### config.mk
export PLATFORM = sky130hd
export DESIGN_NAME = bank_sequencer
export DESIGN_NICKNAME = d
export VERILOG_FILES = /design/src/rtl/bank_seq_pkg.sv /design/src/rtl/bank_seq_outdec.sv /design/src/rtl/bank_sequencer.sv
export SDC_FILE = /design/constraint.sdc
export NUM_CORES = 1
export LEC_CHECK = 0
export CORE_AREA = 4 4 54 56
export DETAILED_ROUTE_END_ITERATION = 10
export DIE_AREA = 0 0 58 60
export GPL_ROUTABILITY_DRIVEN = 0
export PLACE_DENSITY = 0.82
export RECOVER_POWER = 25
export SETUP_SLACK_MARGIN = 0.05
export SLEW_MARGIN = 20
export SYNTH_ARGS = -nofsm -noshare
export SYNTH_HDL_FRONTEND = slang
export SYNTH_SLANG_ARGS = --single-unit
export TNS_END_PERCENT = 30
### constraint.sdc
create_clock -name clk -period 1.55 [get_ports clk]
set_input_delay 0.155 -clock clk [delete_from_list [all_inputs] [get_ports clk]]
set_output_delay 0.155 -clock clk [all_outputs]
set_load 0.05 [all_outputs]
### src/rtl/bank_seq_pkg.sv
// Shared types and constants for the register-bank sequencer: FSM states,
// opcodes, bank target codes and the Rn -> bank-code mapping.
package bank_seq_pkg;

    typedef enum logic [4:0] {
        ST_RST_PC,
        ST_IDLE,
        ST_F_A,
        ST_F_M,
        ST_F_INC,
        ST_DEC,
        ST_A_D1,
        ST_A_D2,
        ST_A_EX,
        ST_A_WB,
        ST_O_A,
        ST_O_M,
        ST_O_INC,
        ST_M_RD,
        ST_M_WR,
        ST_J_PC,
        ST_HALTED
    } state_t;

    localparam logic [3:0] OP_NOP  = 4'h0;
    localparam logic [3:0] OP_LD   = 4'h1;
    localparam logic [3:0] OP_ST   = 4'h2;
    localparam logic [3:0] OP_MOV  = 4'h3;
    localparam logic [3:0] OP_ALU  = 4'h4;
    localparam logic [3:0] OP_JMP  = 4'h5;
    localparam logic [3:0] OP_HALT = 4'hF;

    localparam logic [3:0] BANK_PC     = 4'd0;
    localparam logic [3:0] BANK_AR     = 4'd1;
    localparam logic [3:0] BANK_ALUREG = 4'd2;
    localparam logic [3:0] BANK_IR     = 4'd3;
    localparam logic [3:0] BANK_D1     = 4'd4;
    localparam logic [3:0] BANK_D2     = 4'd5;
    localparam logic [3:0] BANK_R0     = 4'd6;
    localparam logic [3:0] BANK_DR     = 4'd14;
    localparam logic [3:0] BANK_RES2   = 4'd15;

    // General register Rn lives at bank code 6+n.
    function automatic logic [3:0] reg_code(input logic [2:0] n);
        return BANK_R0 + {1'b0, n};
    endfunction

endpackage

### src/rtl/bank_seq_outdec.sv
// Combinational control decoder: maps (state, IR, mem_ack) onto every bank
// control line. Anything a state does not drive falls back to the idle idiom
// where RES2 rewrites itself from the internal bus.
module bank_seq_outdec
    import bank_seq_pkg::*;
(
    input  state_t      state,
    input  logic [15:0] ir,
    input  logic        mem_ack,
    output logic [3:0]  sel_ip,
    output logic [3:0]  sel_op,
    output logic        trnsfr,
    output logic        en_pc,
    output logic        incpc,
    output logic        rstpc,
    output logic        alu_en,
    output logic [2:0]  alu_op,
    output logic        mem_req,
    output logic        mem_we,
    output logic        halted
);

    logic [3:0] op;
    logic [3:0] rd_code;
    logic [3:0] rs1_code;
    logic [3:0] rs2_code;
    logic [2:0] func;

    assign op       = ir[15:12];
    assign rd_code  = reg_code(ir[11:9]);
    assign rs1_code = reg_code(ir[8:6]);
    assign rs2_code = reg_code(ir[5:3]);
    assign func     = ir[2:0];

    // Per-state drive of the bank controls on top of the idle defaults
    always_comb begin
        sel_ip  = BANK_RES2;
        sel_op  = BANK_RES2;
        trnsfr  = 1'b0;
        en_pc   = 1'b0;
        incpc   = 1'b0;
        rstpc   = 1'b0;
        alu_en  = 1'b0;
        alu_op  = 3'd0;
        mem_req = 1'b0;
        mem_we  = 1'b0;
        halted  = 1'b0;
        case (state)
            ST_RST_PC: begin
                sel_ip = BANK_PC;
                rstpc  = 1'b1;
            end
            ST_F_A, ST_O_A: begin
                sel_op = BANK_PC;
                sel_ip = BANK_AR;
            end
            ST_F_M: begin
                mem_req = 1'b1;
                if (mem_ack) begin
                    trnsfr = 1'b1;
                    sel_ip = BANK_IR;
                end
            end
            ST_F_INC, ST_O_INC: begin
                sel_ip = BANK_PC;
                en_pc  = 1'b1;
                incpc  = 1'b1;
            end
            ST_DEC: begin
                if (op == OP_MOV) begin
                    sel_op = rs1_code;
                    sel_ip = rd_code;
                end
            end
            ST_A_D1: begin
                sel_op = rs1_code;
                sel_ip = BANK_D1;
            end
            ST_A_D2: begin
                sel_op = rs2_code;
                sel_ip = BANK_D2;
            end
            ST_A_EX: begin
                alu_en = 1'b1;
                alu_op = func;
            end
            ST_A_WB: begin
                sel_op = BANK_ALUREG;
                sel_ip = rd_code;
            end
            ST_O_M: begin
                mem_req = 1'b1;
                if (mem_ack) begin
                    trnsfr = 1'b1;
                    sel_ip = BANK_AR;
                end
            end
            ST_M_RD: begin
                mem_req = 1'b1;
                if (mem_ack) begin
                    trnsfr = 1'b1;
                    sel_ip = rd_code;
                end
            end
            ST_M_WR: begin
                mem_req = 1'b1;
                mem_we  = 1'b1;
                sel_op  = rs1_code;
            end
            ST_J_PC: begin
                sel_op = BANK_AR;
                sel_ip = BANK_PC;
                en_pc  = 1'b1;
            end
            ST_HALTED: begin
                halted = 1'b1;
            end
            default: begin
            end
        endcase
    end

endmodule

### src/rtl/bank_sequencer.sv
// Multi-cycle fetch/decode/execute sequencer for the 16-register bank.
// Holds only the FSM state and the sticky illegal-opcode flag; all bank
// controls come from the combinational decoder.
module bank_sequencer
    import bank_seq_pkg::*;
#(
    parameter logic [15:0] RESET_VECTOR = 16'h0000
) (
    input  logic        clk,
    input  logic        rst,
    input  logic        run,
    input  logic [15:0] ir,
    input  logic        mem_ack,
    output logic [3:0]  sel_ip,
    output logic [3:0]  sel_op,
    output logic        TRNSFR,
    output logic        en_pc,
    output logic        incpc,
    output logic        rstpc,
    output logic        ALUEN,
    output logic [2:0]  alu_op,
    output logic        mem_req,
    output logic        mem_we,
    output logic        halted,
    output logic        illegal
);

    state_t     state_q;
    state_t     state_d;
    logic       illegal_q;
    logic       illegal_d;
    logic [3:0] op;
    logic       dec_alu_en;
    logic       dec_mem_req;
    logic       dec_mem_we;

    assign op = ir[15:12];

    bank_seq_outdec u_outdec (
        .state   (state_q),
        .ir      (ir),
        .mem_ack (mem_ack),
        .sel_ip  (sel_ip),
        .sel_op  (sel_op),
        .trnsfr  (TRNSFR),
        .en_pc   (en_pc),
        .incpc   (incpc),
        .rstpc   (rstpc),
        .alu_en  (dec_alu_en),
        .alu_op  (alu_op),
        .mem_req (dec_mem_req),
        .mem_we  (dec_mem_we),
        .halted  (halted)
    );

    // Reset drops any in-flight request in the very cycle it is seen
    assign mem_req = dec_mem_req & ~rst;
    assign mem_we  = dec_mem_we & ~rst;
    assign ALUEN   = dec_alu_en & ~rst;
    assign illegal = illegal_q;

    // Next-state and illegal-flag logic
    always_comb begin
        state_d   = state_q;
        illegal_d = illegal_q;
        case (state_q)
            ST_RST_PC: state_d = ST_IDLE;
            ST_IDLE:   if (run) state_d = ST_F_A;
            ST_F_A:    state_d = ST_F_M;
            ST_F_M:    if (mem_ack) state_d = ST_F_INC;
            ST_F_INC:  state_d = ST_DEC;
            ST_DEC: begin
                case (op)
                    OP_NOP, OP_MOV:       state_d = ST_F_A;
                    OP_ALU:               state_d = ST_A_D1;
                    OP_LD, OP_ST, OP_JMP: state_d = ST_O_A;
                    OP_HALT:              state_d = ST_HALTED;
                    default: begin
                        state_d   = ST_F_A;
                        illegal_d = 1'b1;
                    end
                endcase
            end
            ST_A_D1:   state_d = ST_A_D2;
            ST_A_D2:   state_d = ST_A_EX;
            ST_A_EX:   state_d = ST_A_WB;
            ST_A_WB:   state_d = ST_F_A;
            ST_O_A:    state_d = ST_O_M;
            ST_O_M:    if (mem_ack) state_d = (op == OP_JMP) ? ST_J_PC : ST_O_INC;
            ST_O_INC:  state_d = (op == OP_LD) ? ST_M_RD : ST_M_WR;
            ST_M_RD:   if (mem_ack) state_d = ST_F_A;
            ST_M_WR:   if (mem_ack) state_d = ST_F_A;
            ST_J_PC:   state_d = ST_F_A;
            ST_HALTED: state_d = ST_HALTED;
            default:   state_d = ST_RST_PC;
        endcase
    end

    // State and sticky flag registers with synchronous reset
    always_ff @(posedge clk) begin
        if (rst) begin
            state_q   <= ST_RST_PC;
            illegal_q <= 1'b0;
        end else begin
            state_q   <= state_d;
            illegal_q <= illegal_d;
        end
    end

    // The bank's rstpc path can only load zero into the PC
    always_ff @(posedge clk) begin
        assert (RESET_VECTOR == 16'h0000);
    end

endmodule

Word level (Yosys, flattened, before mapping)
Cells that the tools add are included.
{"block": "op_classes", "n_addsub": 3, "n_eq_ne": 26, "n_mux": 25, "bitwise_logic": 5, "reduce_logical": 15}
{"operator": "$pmux W5 S15", "n": 1}
{"operator": "$eq A5 B4 Y1 const B", "n": 8}
{"operator": "$pmux W4 S9", "n": 1}
{"operator": "$pmux W4 S6", "n": 1}
{"operator": "$eq A5 B3 Y1 const B", "n": 4}
{"operator": "$mux W4", "n": 5}
{"operator": "$mux W5", "n": 4}
{"operator": "$pmux W5 S3", "n": 1}
{"operator": "$add A3 B3 Y4 const A", "n": 3}
{"operator": "$eq A5 B2 Y1 const B", "n": 2}
{"operator": "$reduce_or A2 Y1", "n": 5}
{"operator": "$mux W1", "n": 9}
{"operator": "$reduce_or A3 Y1", "n": 3}
{"operator": "$eq A4 B2 Y1 const B", "n": 2}
{"operator": "$eq A4 B3 Y1 const B", "n": 2}
{"operator": "$reduce_or A4 Y1", "n": 2}
{"operator": "$reduce_or A7 Y1", "n": 1}
{"operator": "$ne A2 B2 Y1 const B", "n": 3}
{"operator": "$eq A5 B1 Y1 const B", "n": 1}
{"operator": "$eq A5 B5 Y1 const B", "n": 1}
{"operator": "$logic_not A5 Y1", "n": 1}
{"operator": "$eq A4 B1 Y1 const B", "n": 1}
{"operator": "$eq A4 B4 Y1 const B", "n": 1}
{"operator": "$logic_not A4 Y1", "n": 1}
{"operator": "other kinds (7)", "n": 11}
{"block": "totals", "ff_bits": 6, "input_bits": 20}

Depth between registers and ports, before layout
Gate-level depths: netlist of run 1.
{"block": "logic_depth", "word_depth": 4, "mapped_depth": 7, "depth_no_buf": 5}

Modules after synthesis
From an unflattened synthesis of run 1, not the netlist that was laid out.
{"block": "unflattened", "cells_unflattened": 157, "area_unflattened_um2": 1083.5}
{"mod": "bank_seq_outdec", "instances": 1, "cells_per_inst": 85, "area_per_inst_um2": 546.8}
{"mod": "bank_sequencer", "instances": 1, "cells_per_inst": 72, "area_per_inst_um2": 536.8}

Least setup slack after synthesis of run 1
No wires, ideal clock.
{"block": "synth_timing", "kind": "reg-to-output", "startpoint": "register state_q[3]", "endpoint": "output port mem_we", "arrival_ps": 2148, "required_ps": 1395, "setup_slack_ps": -753, "path_stages_with_launch": 5, "cell_sequence": "dfxtp_1 buf_6 buf_2 nand2_1 nor4_1"}
{"block": "synth_between", "elab_chain_len": 3}
{"item": "start, declared", "line": "bank_sequencer.sv:28", "text": "state_t state_q;"}
{"item": "start signal, assigned", "line": "bank_sequencer.sv:105", "text": "state_q <= state_d;"}
{"item": "$eq A5 B4 Y1", "line": "bank_seq_outdec.sv:48", "text": "case (state)"}
{"item": "$mux W1", "line": "bank_seq_outdec.sv:48"}
{"item": "$and A1 B1 Y1", "line": "bank_sequencer.sv:58", "text": "assign mem_we = dec_mem_we & ~rst;"}
{"item": "end, declared", "line": "bank_sequencer.sv:23", "text": "output logic mem_we,"}
No other way between the ends.

Final worst setup path of run 1
{"block": "layout_timing", "startpoint": "register state_q[1]", "endpoint": "output port ALUEN"}
{"block": "layout_between", "elab_chain_len": 3}
{"item": "$eq A5 B4 Y1", "line": "bank_seq_outdec.sv:48"}
{"item": "$mux W1", "line": "bank_seq_outdec.sv:48"}
{"item": "$and A1 B1 Y1", "line": "bank_sequencer.sv:59", "text": "assign ALUEN = dec_alu_en & ~rst;"}
{"item": "end, declared", "line": "bank_sequencer.sv:20", "text": "output logic ALUEN,"}
No other way between the ends.

==> reports/metrics.cfg, run 1 <==
[worst_setup_path]
path_buf_inv=5
cp.arrival_ns=1.68
cp_max_fo=9
path_cells=buf_12 -> buf_4 -> buf_6 -> nor3_4 -> buf_6 -> nand2_1 -> nor2_2 -> buf_12
cp_slowest_cell=dfxtp_2
r2r_slack_ns=-0.21
cp-start-kind=register
required_ns=1.39
endpoint_kind=output pin
crit_start=state_q[1]
r2r_cells=6
critical_path_depth=8
criticalPathCategory=register to output pin
critical_path.top_delay_family=buffers and inverters
critPathMaxStageDelay_ns=0.32
timing.rr.start=state_q[3]

[power_and_ir_drop]
clkPwrFrac_pct=9.0
power_density_mw_per_mm2=765
p_sw_uw=789
seq_power_share_pct=12.0
power.leakage_uw=0.000928
swShare_pct=47.0
p_int_uw=888
combPwrFrac_pct=78.9
peakVddDrop_mv=0.913

[synthesis]
postSynthNetCount=167
synth_top_area_cell=dfxtp_1
ys_types=52
syn_area_per_cell_um2=7.18
synth_top_flop_cell=dfxtp_1
yosysMostFrequentCell=nor2_1
synth_seq_area_share_pct=11.6
yosys_register_bits=6
synth_top_area_share_pct=11.6
ys_async_sr_fraction_pct=0
synth_edf_count=0
syn_area_mm2=0.00103
syn-instance-count=144
yosys_warnings=0
synth_common_cells=nor2_1 (14), inv_1 (11), nand2_1 (9)
synth_area_leaders=dfxtp_1 (12%), buf_6 (5.4%), nor2_1 (5.1%), o221ai_1 (5.1%), nand2b_1 (4.2%)

[global_route]
grt_pass1_vias=1582
grt_use_total_pct=29.5
grt_pass1_wl_mm=7.94
grt_max_degree=12
grt_overflow=0
antenna_found_initial=0

[cts]
cts_tree=yes
insertion_delay_ns=0.25
hold_buffers=0
cts_buffers=3
cts-root-buf=clkbuf_4
cts_buffer_depth=2
cts_max_level=1
cts.clk_slew.worst_paths_ns=0.05
clock_sinks=6

[status]
violations=setup timing
status=complete, but fails checks

[die]
initial_core_util_pct=42.5
die_y_um=60
die_w_um=58
rows=18
core_mm2=0.00243
num_io_pins=40
die-area_mm2=0.00348

[timing]
fin_crit_ns=1.84
hold_slack_ns=0.495
setup_viol=23
setup-tns-final_ns=-4.38
finalWorstSetupSlack_ns=-0.290
maxSlewHeadroom_pct=61.0
finalCritPeriodShare_pct=119
hold_viol_final=0
finalMaxSlewViolations=0
rsz0062_at_grt=yes
fmax_mhz=544
worst_pin_slew_ns=0.587
worst_clock_skew_ns=0.00983

[final_layout]
syn_to_final_growth_pct=112
stdcell_area_mm2=0.00219
layoutNonFillerInstCount=255
drive_above_1_share_pct=53.8
diodes=0
fin_nets=250

[hold_path]
min_path_type=register to register
hold-path-cell-count=2
holdCritStartpoint=illegal

[placed_design]
dp_cells=248
hpwl_mm=3.33
place_ws_ns=-0.432
dpl_cell_area_mm2=0.00201
numPortBuffers=39

[drt]
ant_nets=0
drc_errors=0
firstDrtPassIters=4
wirelength_mm=5.13
wl_per_cell_um=20.1
drt_iter0_drc=86
vias_per_cell=6.20
vias=1581

[job]
drv_cap=0

==> kinds of logic after synthesis <==
kind of cell / synth area share (%)
AO/OA/AOI/OAI: 36.7
XOR/XNOR: 1.70
adder cells (fa/ha/maj): 3.63
buffers and inverters: 12.7
flip-flops: 11.6
multiplexers: 0.969
AND/OR/NAND/NOR: 32.7
==> metal layers <==
metal	up-vias	global-route usage [%]	part of all wire (%)
li1	701	-	-
met1	744	33.9	36
met2	114	53.9	51
met4	0	9.93	3.1
met5	-	0	0
met3	22	6.26	9.6
==> worst register-to-register path, cell delays in order (launching register included) <==
cell      delay (ns)
dfxtp_2         0.35
buf_4           0.16
and2_2          0.22
a22oi_2         0.27
o32ai_4         0.20
o31ai_1         0.30
a21boi_0        0.13
==> cell type report <==
cell class	instances	area [µm²]
well taps	30	37.5
inverters	13	62.6
flip-flops and latches	6	130
fillers	100	239
multi-input cells	115	1000
repair buffers	88	936
clock buffers	3	22.5
==> power by group through the flow <==
stage,clock network (µW),registers [µW],logic [µW]
after detailed placement,0,195,1180
after global placement,0,193,1150
after CTS,151,197,1270
after global routing,165,202,1380
after floorplan,0,181,644
final,152,202,1320
==> layout by cell type (no fill, tap or decap), types with 3 or more instances in the layout <==
master	synthesis	final
buf_4	0	47
buf_12	0	18
clkdlybuf4s50_1	0	15
inv_1	11	11
nor2_1	14	11
a21oi_1	7	7
nand2b_1	7	6
nand2_1	9	6
o221ai_2	0	5
o21ai_1	1	4
a31oi_1	4	4
dlygate4sd2_1	0	4
and3_4	0	3
nand3_1	4	3
nor2_2	1	3
o21ai_0	8	3
a21boi_0	3	3
ha_1	3	3
clkbuf_4	1	3
buf_6	5	3
==> worst paths after layout <==
kind	end
worst max-delay path	ALUEN
worst max register to register	state_q[3]
worst min register to register	illegal
worst min-delay path	illegal
==> what timing repair did <==
action	in CTS	in global routing
resized for setup	32	7
buffers inserted	4	0
pin swaps	13	4
hold endpoints to repair	0	0
setup endpoints to repair	24	23
==> registers in the layout, indices dropped and copies added (netlist names) <==
| signal | count |
|---|---|
| illegal | 1 |
| state_q | 5 |
==> through the flow <==
| step | util (%) | power, µW |
|---|---|---|
| 6_report | 90.2 | 1680 |
| 5_1_grt | 90.2 | 1750 |
| 4_1_cts | 89.2 | 1610 |
| 3_5_place_dp | 82.8 | 1380 |
| 3_3_place_gp | 82.8 | 1340 |
| 2_1_floorplan | - | 825 |
Power figures use the tool's default switching activity.
==> run 2, diff against run 1 <==
--- a/config.mk
+++ b/config.mk
@@ -9,6 +9,7 @@
 export DETAILED_ROUTE_END_ITERATION = 10
 export DIE_AREA = 0 0 58 60
 export GPL_ROUTABILITY_DRIVEN = 0
+export GPL_TIMING_DRIVEN = 0
 export PLACE_DENSITY = 0.82
 export RECOVER_POWER = 25
 export SETUP_SLACK_MARGIN = 0.05
==> run 2 against run 1 <==
Net effect: final cell count fell by 12%; wire length fell by 28%; the run still ends with setup timing left; critical endpoint is now sel_op[2]; highest routed layer unchanged; combinational power fell by 18%; clock power fell by 8%; worst setup slack improved by 0.020 ns.
==> reports/metrics.cfg, run 2 (same netlist as run 1, synthesis figures left out) <==
[worst_setup_path]
r2r_slack_ns=-0.15  ; +0.06 ns
cpMostUsedCell=buf_6
required_ns=1.39  ; about the same
cp_max_fo=5  ; -4
r2r-end=state_q[3]
cp_slowest_cell=dfxtp_4
path_cells=buf_8 -> and2b_2 -> a221oi_2 -> nor2_2 -> buf_6 -> o221ai_2 -> buf_6
critical_path.top_delay_family=buffers and inverters
endpoint_kind=output pin
criticalPathCategory=register to output pin
critPathMaxStageDelay_ns=0.37  ; +0.05 ns
r2r_cells=7  ; +1
cp.arrival_ns=1.67  ; about the same
path_buf_inv=3  ; -2
cp-start-kind=register
timing.rr.start=state_q[1]

[global_route]
grt_use_total_pct=20.9  ; -8.6 points
antenna_found_initial=0  ; unchanged
grt_max_degree=11  ; -1
grt_overflow=0  ; unchanged
grt_pass1_wl_mm=5.74  ; -28%
grt_pass1_vias=1317  ; -17%

[drt]
vias_per_cell=6.11  ; -1.4%
drt_iter0_drc=45  ; -48%
drc_errors=0  ; unchanged
firstDrtPassIters=4  ; unchanged
vias=1375  ; -13%
wirelength_mm=3.69  ; -28%
wl_per_cell_um=16.4  ; -19%
ant_nets=0  ; unchanged

[final_layout]
regMostFlops=state_q
syn_to_final_growth_pct=74.3
most-common-layout-cells=buf_6 (20), clkdlybuf4s50_1 (14), buf_4 (12), inv_1 (11), nor2_1 (11)
mostFrequentLayoutCell=buf_6
finish.utilization_pct=74.1  ; -16 points
drive_above_1_share_pct=44.1  ; -9.7 points
diodes=0  ; unchanged
largest_reg_flops=5  ; unchanged
fin_nets=220  ; -12%

[die]
num_io_pins=40  ; unchanged
die_w_um=58  ; unchanged
initial_core_util_pct=42.5  ; unchanged
rows=18  ; unchanged
die_y_um=60  ; unchanged
core_mm2=0.00243  ; unchanged
die-area_mm2=0.00348  ; unchanged

[hold_path]
hold-path-cell-count=3  ; +1
holdCritStartpoint=mem_ack
hold_end=state_q[2]
min_path_type=primary input to register

[cts]
clock_sinks=6  ; unchanged
cts_buffers=3  ; unchanged
cts_buffer_depth=2  ; unchanged
cts_tree=yes
cts-root-buf=clkbuf_4
cts_max_level=1  ; unchanged
cts.clk_slew.worst_paths_ns=0.04  ; about the same
insertion_delay_ns=0.24  ; about the same

[status]
violations=setup timing
status=complete, but fails checks

[timing]
finalMaxSlewViolations=0  ; unchanged
rsz0062_at_grt=yes
maxSlewHeadroom_pct=67.7  ; +6.7 points
setup-tns-final_ns=-3.17  ; +1.21 ns
fmax_mhz=549  ; +1.1%
finalWorstSetupSlack_ns=-0.270  ; +0.0197 ns
hold_viol_final=0  ; unchanged
hold_slack_ns=0.408  ; -0.0862 ns
setup_viol=20  ; -13%
fin_crit_ns=1.82  ; -0.0197 ns
worst_clock_skew_ns=0.000905  ; -0.00892 ns
worst_pin_slew_ns=0.486  ; -0.101 ns
finalCritPeriodShare_pct=117  ; -1.3 points

[placed_design]
numPortBuffers=38  ; -2.6%
hpwl_mm=2.68  ; -20%
place_ws_ns=-1.10  ; -0.665 ns

[power_and_ir_drop]
power_density_mw_per_mm2=778  ; +1.7%
peakVddDrop_mv=0.665  ; -27%
fin_total_pwr_uw=1400  ; -16%
power.leakage_uw=0.000755  ; -19%

[job]
drv_cap=0  ; unchanged

==> run 2: cell types whose count changed in the layout (fill, tap and decap cells not counted), moves of 2 or more <==
cell | previous run | this run
buf_2 | 0 | 3
inv_4 | 0 | 2
buf_4 | 47 | 12
and3_1 | 1 | 3
and3_4 | 3 | 1
buf_6 | 3 | 20
buf_12 | 18 | 0
==> run 2: what timing repair did <==
action	in CTS	in global routing
resized for setup	149	20
cloned	0	1
buffers inserted	6	3
endpoints found under the setup margin	22	23
pin swaps	5	7
hold buffers	0	0
==> run 2: power by group <==
part	switching [µW]	total (µW)	internal, µW
Clock	52.5	140	87.3
Sequential	14.2	183	169
Combinational	630	1080	448
Total	697	1400	704
==> run 2: worst max-delay path by stage <==
stage | from | to | slack [ns] | depth (start not counted)
after CTS | state_q[1] | sel_op[0] | -0.26 | 8
after detailed placement | ir[15] | sel_op[2] | -1.10 | 7
after global routing | state_q[1] | sel_op[2] | -0.33 | 7
after global placement | ir[15] | sel_op[2] | -1.06 | 7
final | state_q[0] | sel_op[2] | -0.27 | 7
after floorplan | state_q[2] | sel_ip[2] | -0.16 | 5
==> run 2: area by class of cell <==
class / instances / area, µm²
tap: 30 / 37.5
inverter: 13 / 53.8
sequential: 6 / 129
buffer: 10 / 87.6
multi-input combinational: 115 / 992
clock buffer: 3 / 22.5
fill: 201 / 631
timing repair buffer: 48 / 479
==> run 2: routing by layer <==
metal / wire length (µm) / share of wire (%) / GRT usage (%) / up-vias
li1: - / - / - / 634
met1: 1380 / 37 / 23.0 / 644
met2: 1830 / 50 / 38.1 / 78
met3: 333 / 9.0 / 3.67 / 19
met4: 140 / 3.8 / 10.9 / 0
met5: 0 / 0 / 0 / -
==> run 2: worst register-to-register path, cell delays in order, from the launching register on <==
cell and delay (ns):
dfxtp_2 0.31, buf_6 0.13, buf_4 0.14, xor2_2 0.15
a22oi_2 0.29, o32ai_4 0.18, o31ai_1 0.25, a21boi_0 0.12
==> run 2: through the flow <==
step                instances  instance area (µm²)
finish                    225                 1800
detailed placement        212                 1570
floorplan                 144                 1160
global placement          212                 1570
global route              225                 1800
CTS                       221                 1690
